## config.mk

```make
export PLATFORM = sky130hd
export DESIGN_NAME = line_pixel_writer
export DESIGN_NICKNAME = d
export VERILOG_FILES = /design/src/rtl/line_pixel_writer.sv
export SDC_FILE = /design/constraint.sdc
export NUM_CORES = 1
export LEC_CHECK = 0
export ABC_AREA = 1
export ABC_CLOCK_PERIOD_IN_PS = 5300
export CORE_MARGIN = 2
export CORE_UTILIZATION = 45
export CTS_BUF_LIST = sky130_fd_sc_hd__clkbuf_4
export CTS_CLUSTER_SIZE = 28
export DETAILED_ROUTE_END_ITERATION = 7
export HOLD_SLACK_MARGIN = 0.02
export PLACE_DENSITY = 0.7
export RECOVER_POWER = 25
export SLEW_MARGIN = 30
export SYNTH_ARGS = -nofsm -noshare
export SYNTH_HDL_FRONTEND = slang
export SYNTH_SLANG_ARGS = --single-unit
```

## constraint.sdc

```tcl
create_clock -name clk -period 5.3 [get_ports clk]
set_input_delay 1.59 -clock clk [delete_from_list [all_inputs] [get_ports clk]]
set_output_delay 1.59 -clock clk [all_outputs]
set_load 0.02 [all_outputs]
```

## src/rtl/line_pixel_writer.sv

```systemverilog
// Clips plotted points to the screen, queues framebuffer writes and issues them with req/ack; accept-to-mem_wr 2 cycles, in_ready low when FIFO full.
// Optional clip counter output clip_count enabled by `define PIXEL_WRITER_CLIP_STATS_EN.
module line_pixel_writer #(
  parameter int SCREEN_W   = 640,
  parameter int SCREEN_H   = 480,
  parameter int FIFO_DEPTH = 8,
  parameter int ADDR_W     = 19,
  parameter int COLOR_W    = 16
) (
  input  logic               clk,
  input  logic               n_rst,
  input  logic [31:0]        in_point,
  input  logic               in_plot,
  output logic               in_ready,
  input  logic [COLOR_W-1:0] in_color,
  input  logic               in_done,
  output logic [ADDR_W-1:0]  mem_addr,
  output logic [COLOR_W-1:0] mem_data,
  output logic               mem_wr,
  input  logic               mem_ack,
  output logic               busy,
  output logic               done
`ifdef PIXEL_WRITER_CLIP_STATS_EN
  ,
  output logic [15:0]        clip_count
`endif
);

  localparam int PW = $clog2(FIFO_DEPTH);
  localparam int CW = PW + 1;
  localparam logic signed [15:0] W_S = 16'(SCREEN_W);
  localparam logic signed [15:0] H_S = 16'(SCREEN_H);

  typedef struct packed {
    logic [ADDR_W-1:0]  addr;
    logic [COLOR_W-1:0] color;
  } pix_t;

  typedef enum logic {IDLE, WRITE} state_t;

  pix_t          fifo_mem [FIFO_DEPTH];
  logic [PW-1:0] wr_ptr, rd_ptr, load_ptr;
  logic [CW-1:0] count;
  state_t        state, next_state;
  logic          pend;
  logic          pop, load;

  logic signed [15:0] px, py;
  logic               in_bounds, accept, push;
  pix_t               push_entry;

  assign px = in_point[31:16];
  assign py = in_point[15:0];

  assign in_bounds = (px >= 16'sd0) && (py >= 16'sd0) && (px < W_S) && (py < H_S);
  assign in_ready  = (count != CW'(FIFO_DEPTH));
  assign accept    = in_plot && in_ready;
  // Clipped points are consumed from the source but never reach the FIFO.
  assign push      = accept && in_bounds;

  assign push_entry.addr  = ADDR_W'(int'(py) * SCREEN_W + int'(px));
  assign push_entry.color = in_color;

  always_comb begin
    next_state = state;
    pop        = 1'b0;
    load       = 1'b0;
    load_ptr   = rd_ptr;
    case (state)
      IDLE: begin
        if (count != '0) begin
          next_state = WRITE;
          load       = 1'b1;
        end
      end
      WRITE: begin
        if (mem_ack) begin
          pop = 1'b1;
          if (count > CW'(1)) begin
            load     = 1'b1;
            load_ptr = rd_ptr + PW'(1);
          end else begin
            next_state = IDLE;
          end
        end
      end
      default: next_state = IDLE;
    endcase
  end

  assign mem_wr = (state == WRITE);
  assign done   = pend && (count == '0) && (state == IDLE);
  assign busy   = (count != '0) || (state == WRITE) || pend;

  always_ff @(posedge clk) begin
    if (push) fifo_mem[wr_ptr] <= push_entry;
  end

  always_ff @(posedge clk or negedge n_rst) begin
    if (!n_rst) begin
      wr_ptr <= '0;
      rd_ptr <= '0;
      count  <= '0;
    end else begin
      if (push) wr_ptr <= wr_ptr + PW'(1);
      if (pop)  rd_ptr <= rd_ptr + PW'(1);
      case ({push, pop})
        2'b10:   count <= count + CW'(1);
        2'b01:   count <= count - CW'(1);
        default: count <= count;
      endcase
    end
  end

  always_ff @(posedge clk or negedge n_rst) begin
    if (!n_rst) begin
      state    <= IDLE;
      mem_addr <= '0;
      mem_data <= '0;
      pend     <= 1'b0;
    end else begin
      state <= next_state;
      if (load) begin
        mem_addr <= fifo_mem[load_ptr].addr;
        mem_data <= fifo_mem[load_ptr].color;
      end
      // The completion pulse consumes the flag, so a repeat in_done while pending collapses into it.
      if (done)         pend <= 1'b0;
      else if (in_done) pend <= 1'b1;
    end
  end

`ifdef PIXEL_WRITER_CLIP_STATS_EN
  logic clr_arm;

  always_ff @(posedge clk or negedge n_rst) begin
    if (!n_rst) begin
      clip_count <= '0;
      clr_arm    <= 1'b0;
    end else begin
      // After a done pulse the count stays readable until the next accept restarts it.
      if (accept) begin
        if (clr_arm)
          clip_count <= in_bounds ? 16'd0 : 16'd1;
        else if (!in_bounds && clip_count != 16'hFFFF)
          clip_count <= clip_count + 16'd1;
      end
      if (done)        clr_arm <= 1'b1;
      else if (accept) clr_arm <= 1'b0;
    end
  end
`endif

endmodule

```

After elaboration in Yosys (flattened, before gate mapping)

Memory sizes are Yosys's and may differ from the RTL's. A register that Yosys moved wholly into a read port is not among the register bits.
Index checks and enable logic that the tools add are counted.

Memories: 1
Output and inout port bits: 39
Bits in writable memories: 280
Bits of input ports: 53
Flip-flop bits (word level): 12
Logic and storage cells: 51

Memory list:

| memory   | words | bits a word | read ports | clocked after memory_dff | write ports | RTL line | RTL |
|---|---|---|---|---|---|---|---|
| fifo_mem | 8     | 35          | 1          | 1                        | 1           | 41       | `pix_t fifo_mem [FIFO_DEPTH];` |

Eq/ne operators: 3
$add $sub $neg: 5
Reductions and logical operators: 14
Multiplexer cells: 16
Order comparisons: 5
Multiply operators: 1
Bitwise operators: 1

Operator list:

| cell                    | number |
|---|---|
| $ge A16 B1 Y1 const B   | 2 |
| $add A19 B16 Y19        | 1 |
| $lt A16 B10 Y1 const B  | 1 |
| $lt A16 B11 Y1 const B  | 1 |
| $mul A16 B4 Y12 const B | 1 |
| $mux W1                 | 10 |
| $mux W3                 | 3 |
| $pmux W4 S2             | 1 |
| $logic_and A1 B1 Y1     | 7 |
| $add A3 B1 Y3 const B   | 2 |
| $add A4 B1 Y4 const B   | 1 |
| $gt A4 B1 Y1 const B    | 1 |
| $logic_not A4 Y1        | 1 |
| $ne A4 B4 Y1 const B    | 1 |
| $pmux W1 S2             | 2 |
| $reduce_bool A2 Y1      | 2 |
| $reduce_bool A4 Y1      | 1 |
| $sub A4 B1 Y4 const B   | 1 |
| $eq A2 B1 Y1 const B    | 1 |
| $eq A2 B2 Y1 const B    | 1 |
| $logic_or A1 B1 Y1      | 2 |
| $logic_not A1 Y1        | 1 |
| $not A1 Y1              | 1 |

Logic depth before layout (Yosys ltp)

Gate-level depths: netlist of run 1.

Word-level depth: 7
Mapped depth: 16
Gate-level depth less buffers: 16

Least setup slack after synthesis of run 1

Ideal clock, no wire load.

Path type: in2reg
Start: input port in_point[1]
End: memory fifo_mem[0][33] in the netlist's numbering (data pin)
Cell stages on the path: 13
Arrival: 3982 ps
Buffers on the path: 0
Setup time: 223 ps
Path slack: 1095 ps
Required time: 5077 ps
Cell sequence: ha_1 ha_1 inv_1 fa_1 o21ai_0 a21oi_1 xnor2_1 ha_1 nand2_1 nor2_1 nand3_1 nand4_1 xor2_1

RTL lines:

| item            | RTL line | RTL |
|---|---|---|
| start, declared | 12       | `input logic [31:0] in_point,` |
| end, declared   | 41       |  |

==> impl_results.md, run 1 <==
- Status: finished with violations
- Failing checks: design-rule violations, max-capacitance violations, max-slew violations
- Lkg Pwr: 7.64 nW
- Syn Area/Cell: 10.1 sq um
- Post-synthesis cell count: 1491
- Design Power: 9.13 mW
- Rows: 67
- Post-CTS Hold Buffers: 0
- Hold endpoint: mem_addr[1]$_DFFE_PN0P_
- Logic pwr share: 0.420
- CP required: 5740 ps
- WL final: 34600 um
- GRT Total Usage: 0.200
- Later-pin clock latency in the skew report: 720 ps
- Final hold slack: 479 ps
- Die Width: 187 um
- First-pass GRT wire length: 55300 um
- Detail Route Antenna Nets: 0
- Hold Crit Start: mem_addr[1]$_DFFE_PN0P_
- Yosys warning total: 0
- Internal power: 5.47 mW
- Sequential power share: 0.351
- Resized cells post-CTS: 0
- Final period util: 0.840
- Largest net degree at the start of global routing: 141
- Post-route cell area: 17600 sq um
- Slew Viols, Final: 48
- Max Cap Viol: 1
- Hpwl dp: 19000 um
- Worst Tran Pin Value: 3090 ps
- H-tree depth: 3
- Hold Crit Depth: 2
- Final hold violations: 0
- Dpl cell area: 16600 sq um
- PD cells: 519 nW/um^2
- Overall die height: 187 um
- RR Endpoint: mem_data[4]$_DFFE_PN0P_
- Worst Setup Start Kind: input port
- Share of cells above drive strength 1: 0.0992
- Port bufs: 91
- Hold crit path type: flip-flop to flip-flop
- Area delta synth->final: 16.5%
- Vias in the first global route: 10700
- DIE AREA: 35100 sq um
- Placed insts: 1980
- Initial core utilization: 0.454
- Post-synth top area share: 0.557
- Synth cell types: 35
- Num CTS Buffers: 79
- Slew HR: -1.06
- Vias per cell: 5.02
- Switch share: 0.401
- Post-synthesis net count: 1582
- Fmax achieved: 225 MHz
- R2R setup slack: 2540 ps
- Final Net Count: 1704
- Worst R2R Path Depth: 12
- Root buffer cell: clkbuf_4
- Clock buffer depth: 3
- Congestion Overflow GR: 0
- Mapped Area: 15100 sq um
- Clock sink count: 327
- First-pass DRT Iterations: 7
- Setup TNS: 0 ps
- Critical path class: input port to flip-flop
- Routed wire per std cell: 16.3 um
- Core area: 33300 sq um
- Worst r2r src: count[0]$_DFFE_PN0P_
- Placer's final routability congestion estimate: 0.808
- Peak supply drop: 0.468 mV
- P_sw: 3.66 mW
- Post-Route Skew: 44.6 ps
- RSZ-0062 raised after global routing: no
- Clk pin slew, worst setup/hold paths: 70 ps
- Non-filler cells, final: 2125
- Synth area leaders: edfxtp_1 (56%), nand3_1 (12%), nand2_1 (8.0%)
- DRC: 1
- Ports: 92
- Seq cells post-synth: 327
- Post-synthesis sequential area ratio: 0.634
- Clock network power share: 0.229
- Post CTS Setup Buffer Count: 0
- WP data arrival: 4890 ps
- CTS tree: built
- Final min period: 4450 ps
- DR iter-0 viols: 912
- CP Capture Type: flip-flop
- Routed via count: 10700
- Final setup violation count: 0
- Initial antenna violation count: 4
- Worst Path Max Fanout: 8
- Leading area contributor after synthesis: edfxtp_1
critical path, cell delays in order:
cell and delay (ps):
clkdlybuf4s50_1 470, ha_1 310, ha_1 160, inv_1 50
fa_1 400, o21ai_0 380, a21oi_1 150, xnor2_1 160
ha_1 370, nand2_1 80, nor2_1 120, nand3_1 100
nand4_1 110, xor2_1 420
layer usage:
layer / part of all wire / global-route usage
met4: 0.025 / 0.0849
met5: 0.00035 / 0
met1: 0.41 / 0.254
met3: 0.069 / 0.0392
met2: 0.49 / 0.335
Yosys cell counts, drive strengths merged:
cell type	n
xor2	13
and3b	1
nor2	27
nor3b	1
fa	2
o21bai	2
o211ai	1
nand4	8
a21oi	19
buf	57
clkbuf	14
dfrtp	47
nand2	326
inv	257
a31oi	1
a211oi	1
o21ai	17
ha	36
nor3	3
clkinv	1
edfxtp	280
nand3	361
o21a	1
xnor2	12
a21o	2
nor4	1
per-stage QoR:
| stage | setup slack [ps] | util |
|---|---|---|
| floorplan | 1090 | - |
| detailed placement | 177 | 0.497 |
| finish | 849 | 0.529 |
| global placement | 326 | 0.497 |
| CTS | 923 | 0.529 |
| global route | 610 | 0.529 |
placed cells by master, fill, tap and decap left out, types with 13 or more instances in the layout:
cell             synthesis  routed
o21ai_0                 14      14
clkdlybuf4s50_1          0      72
edfxtp_1               280     280
nor2_1                  26      18
buf_4                    0      14
clkinv_1                 1      19
inv_1                  255     255
a21oi_1                 19      19
xor2_1                  13      13
nand3_1                360     360
clkbuf_4                 0     119
dfrtp_1                 47      47
dlygate4sd3_1            0      18
nand2_1                321     320
ha_1                    36      36
registers in the layout, summed over array words and instances, names as in the netlist:
signal	count
count	4
rd_ptr	3
pend	1
fifo_mem	280
mem_addr	19
mem_wr	1
mem_data	16
wr_ptr	3
power by group through the flow:
stage / clock network, mW / registers, mW / logic, mW
2_1_floorplan: 0 / 3.39 / 2.49
3_3_place_gp: 0 / 3.25 / 3.76
3_5_place_dp: 0 / 3.25 / 3.83
4_1_cts: 2.15 / 3.20 / 3.85
5_1_grt: 2.28 / 3.22 / 4.27
6_report: 2.09 / 3.20 / 3.84
kinds of logic after synthesis:
group | share of synthesized area
AO/OA/AOI/OAI | 0.0171
adder cells (fa/ha/maj) | 0.0325
AND/OR/NAND/NOR | 0.215
flip-flops | 0.634
XOR/XNOR | 0.0145
buffers and inverters | 0.0865
how the worst max path moves through the flow:
stage	start	end	slack [ps]	cells after the start
after floorplan	in_point[1]	fifo_mem[0][33]$_DFFE_PP_	1090	13
after global placement	in_point[1]	fifo_mem[2][33]$_DFFE_PP_	330	14
after detailed placement	in_point[1]	fifo_mem[7][33]$_DFFE_PP_	180	14
after CTS	in_point[1]	fifo_mem[7][33]$_DFFE_PP_	920	14
after global routing	in_point[1]	fifo_mem[3][33]$_DFFE_PP_	610	14
final	in_point[1]	fifo_mem[3][33]$_DFFE_PP_	850	14
layout make-up:
| type | instances | area, sq um |
|---|---|---|
| diodes | 3 | 7.51 |
| clock buffers | 119 | 893 |
| clock inverters | 23 | 141 |
| fillers | 2924 | 15700 |
| inverters | 258 | 968 |
| multi-input cells | 835 | 4310 |
| flip-flops and latches | 327 | 9580 |
| well taps | 448 | 561 |
| repair buffers | 112 | 1130 |
Note: power is estimated with default switching activity, not from simulation.
==> inputs of run 2 (changes only) <==
ABC_CLOCK_PERIOD_IN_PS = 4200   (was 5300)
clock period = 4.2 ns   (was 5.3 ns; I/O delays follow)
==> impl_results.md, run 2 (same netlist as run 1, synthesis figures left out) <==
- Status: finished with violations
- Failing checks: max-capacitance violations, max-slew violations
- RSZ-0062 raised after global routing: no
- Root buffer cell: clkbuf_4
- WP buf/inv: 2 (unchanged)
- Largest registers: fifo_mem x280, mem_addr x19, mem_data x16
- Slowest stage delay, CP: 500 ps (+30 ps)
- Crit-path cells: clkdlybuf4s50_1, ha_1, ha_1, a21oi_1, nand2_1, xnor2_1, inv_1, ha_1, nand2_1, o21ai_0, a21oi_1, o21ai_0, xor2_1
- First-pass GRT wire length: 55800 um (+0.95%)
- Die Width: 187 um (unchanged)
- Slowest-stage cell, CP: xor2_1
- Hold Crit Start: mem_data[6]$_DFFE_PN0P_
- CTS tree: built
- Max Cap Viol: 1 (unchanged)
- Lkg Pwr: 7.80 nW (+2.1%)
- Hold Crit Depth: 2 (unchanged)
- Final hold slack: 477 ps (-1.65 ps)
- Top reg by flops: fifo_mem
- Pre-CTS WS: -384 ps (-562 ps)
- Ports: 92 (unchanged)
- Commonest non-fill, non-tap cell in the layout: nand3_1
- Worst Tran Pin Value: 2250 ps (-836 ps)
- Initial core utilization: 0.454 (unchanged)
- Post-CTS Hold Buffers: 0 (unchanged)
- Clk pin slew, worst setup/hold paths: 60 ps (about the same)
- Peak supply drop: 0.524 mV (+12%)
- WL final: 34600 um (about the same)
- Hold endpoint: mem_data[6]$_DFFE_PN0P_
- Port bufs: 91 (unchanged)
- Clock sink count: 327 (unchanged)
- Fmax achieved: 253 MHz
- Routed wire per std cell: 16.1 um (-1.4%)
- P_sw: 4.65 mW (+27%)
- Dpl cell area: 16900 sq um (+2.0%)
- Post CTS Setup Buffer Count: 0 (unchanged)
- DRC: 0 (-1)
- H-tree depth: 3 (unchanged)
- Hpwl dp: 19100 um (+0.62%)
- Detail Route Antenna Nets: 0 (unchanged)
- Overall die height: 187 um (unchanged)
- Most frequent cells in the layout: nand3_1 (360), nand2_1 (322), edfxtp_1 (280), inv_1 (255), clkbuf_4 (121)
- Final min period: 3950 ps
- Placed insts: 2010 (+1.5%)
- Clock buffer depth: 3 (unchanged)
- Initial antenna violation count: 1 (-3)
- PD cells: 647 nW/um^2 (+25%)
- Largest net degree at the start of global routing: 141 (unchanged)
- RR Endpoint: fifo_mem[2][31]$_DFFE_PP_
- Cell family with most CP delay: adder cells
- Final hold violations: 0 (unchanged)
- Rows: 67 (unchanged)
- R2R setup slack: 1670 ps (-870 ps)
- Logic pwr share: 0.430 (+0.010)
- GRT Total Usage: 0.201 (+0.00125)
- Max FFs per register: 280 (unchanged)
- Core area: 33300 sq um (unchanged)
- CP Depth: 13 (-1)
- Hold crit path type: flip-flop to flip-flop
- Num CTS Buffers: 82 (+3.8%)
- Final setup violation count: 0 (unchanged)
- Final Net Count: 1737 (+1.9%)
- Fin util: 0.537 (+0.00872)
- WP data arrival: 4330 ps (-560 ps)
- Register area: 9580 sq um (unchanged)
- Critical path class: input port to flip-flop
- Vias per cell: 5.05 (+0.51%)
- Slew HR: -0.500 (+0.557)
- Congestion Overflow GR: 0 (unchanged)
- Slew Viols, Final: 32 (-33%)
- Setup TNS: 0 ps (unchanged)
- DIE AREA: 35100 sq um (unchanged)
- Design Power: 11.6 mW (+27%)
- CP required: 4590 ps (-1150 ps)
- Post-route cell area: 17900 sq um (+1.6%)
- Area delta synth->final: 18.4%
- Worst Setup Start Kind: input port
- CP Capture Type: flip-flop
- Worst r2r src: count[0]$_DFFE_PN0P_
- Sequential power share: 0.349 (-0.002)
- Routed via count: 10900 (+2.0%)
- Multi-input combinational cell area: 4300 sq um (-0.12%)
- Switch share: 0.402 (+0.00158)
- Resized cells post-CTS: 0 (unchanged)
- DR iter-0 viols: 908 (-0.44%)
- Fillers: 2904 (-0.68%)
- Worst R2R Path Depth: 9 (-3)
- Share of cells above drive strength 1: 0.117 (+0.0174)
- Post-Route Skew: 36.7 ps (-7.85 ps)
- Worst Path Max Fanout: 8 (unchanged)
- Final period util: 0.940
- Vias in the first global route: 11000 (+2.5%)
- Later-pin clock latency in the skew report: 690 ps (-30 ps)
- First-pass DRT Iterations: 5 (-2)
- Placer's final routability congestion estimate: 0.810 (+0.20%)
- Internal power: 6.91 mW (+26%)
- Setup WS post-layout: 253 ps (-596 ps)
- Clock network power share: 0.220 (-0.009)
- Worst path most repeated cell: ha_1
- Non-filler cells, final: 2156 (+1.5%)
run 2: per-layer routing:
layer,wire (um),global-route usage,vias to the layer above
met4,704,0.0806,0
met3,2320,0.0373,60
met1,14400,0.256,5148
li1,-,-,5311
met2,17200,0.341,364
met5,0,0,-
run 2: final cells by class:
cell class,count,area share
Antenna cell,1,0.000140
Tap cell,448,0.0313
Multi-Input combinational cell,835,0.240
Sequential cell,327,0.536
Clock buffer,121,0.0508
Clock inverter,24,0.00574
Inverter,258,0.0541
Timing Repair Buffer,142,0.0816
run 2: worst register-to-register path, stage by stage, from the launching register on:
cell	delay, ps
dfrtp_1	400
inv_1	110
ha_1	220
nand3_1	160
and3b_1	170
nand2_1	130
inv_1	110
nand2_1	220
nor2_4	420
buf_12	250
run 2: power groups by stage:
stage | clock network, mW | registers (mW) | logic, mW
finish | 2.55 | 4.04 | 4.98
global route | 2.79 | 4.06 | 5.52
CTS | 2.62 | 4.04 | 5.00
detailed placement | 0 | 4.11 | 4.97
global placement | 0 | 4.10 | 4.89
floorplan | 0 | 4.28 | 3.14
run 2: how the worst max path moves through the flow:
stage | end | slack (ps) | startpoint
global placement | fifo_mem[0][33]$_DFFE_PP_ | -250 | in_point[3]
CTS | fifo_mem[4][32]$_DFFE_PP_ | 320 | in_point[3]
global route | fifo_mem[4][32]$_DFFE_PP_ | 40 | in_point[3]
detailed placement | fifo_mem[0][33]$_DFFE_PP_ | -380 | in_point[3]
finish | fifo_mem[4][32]$_DFFE_PP_ | 250 | in_point[3]
floorplan | fifo_mem[0][33]$_DFFE_PP_ | 320 | in_point[1]
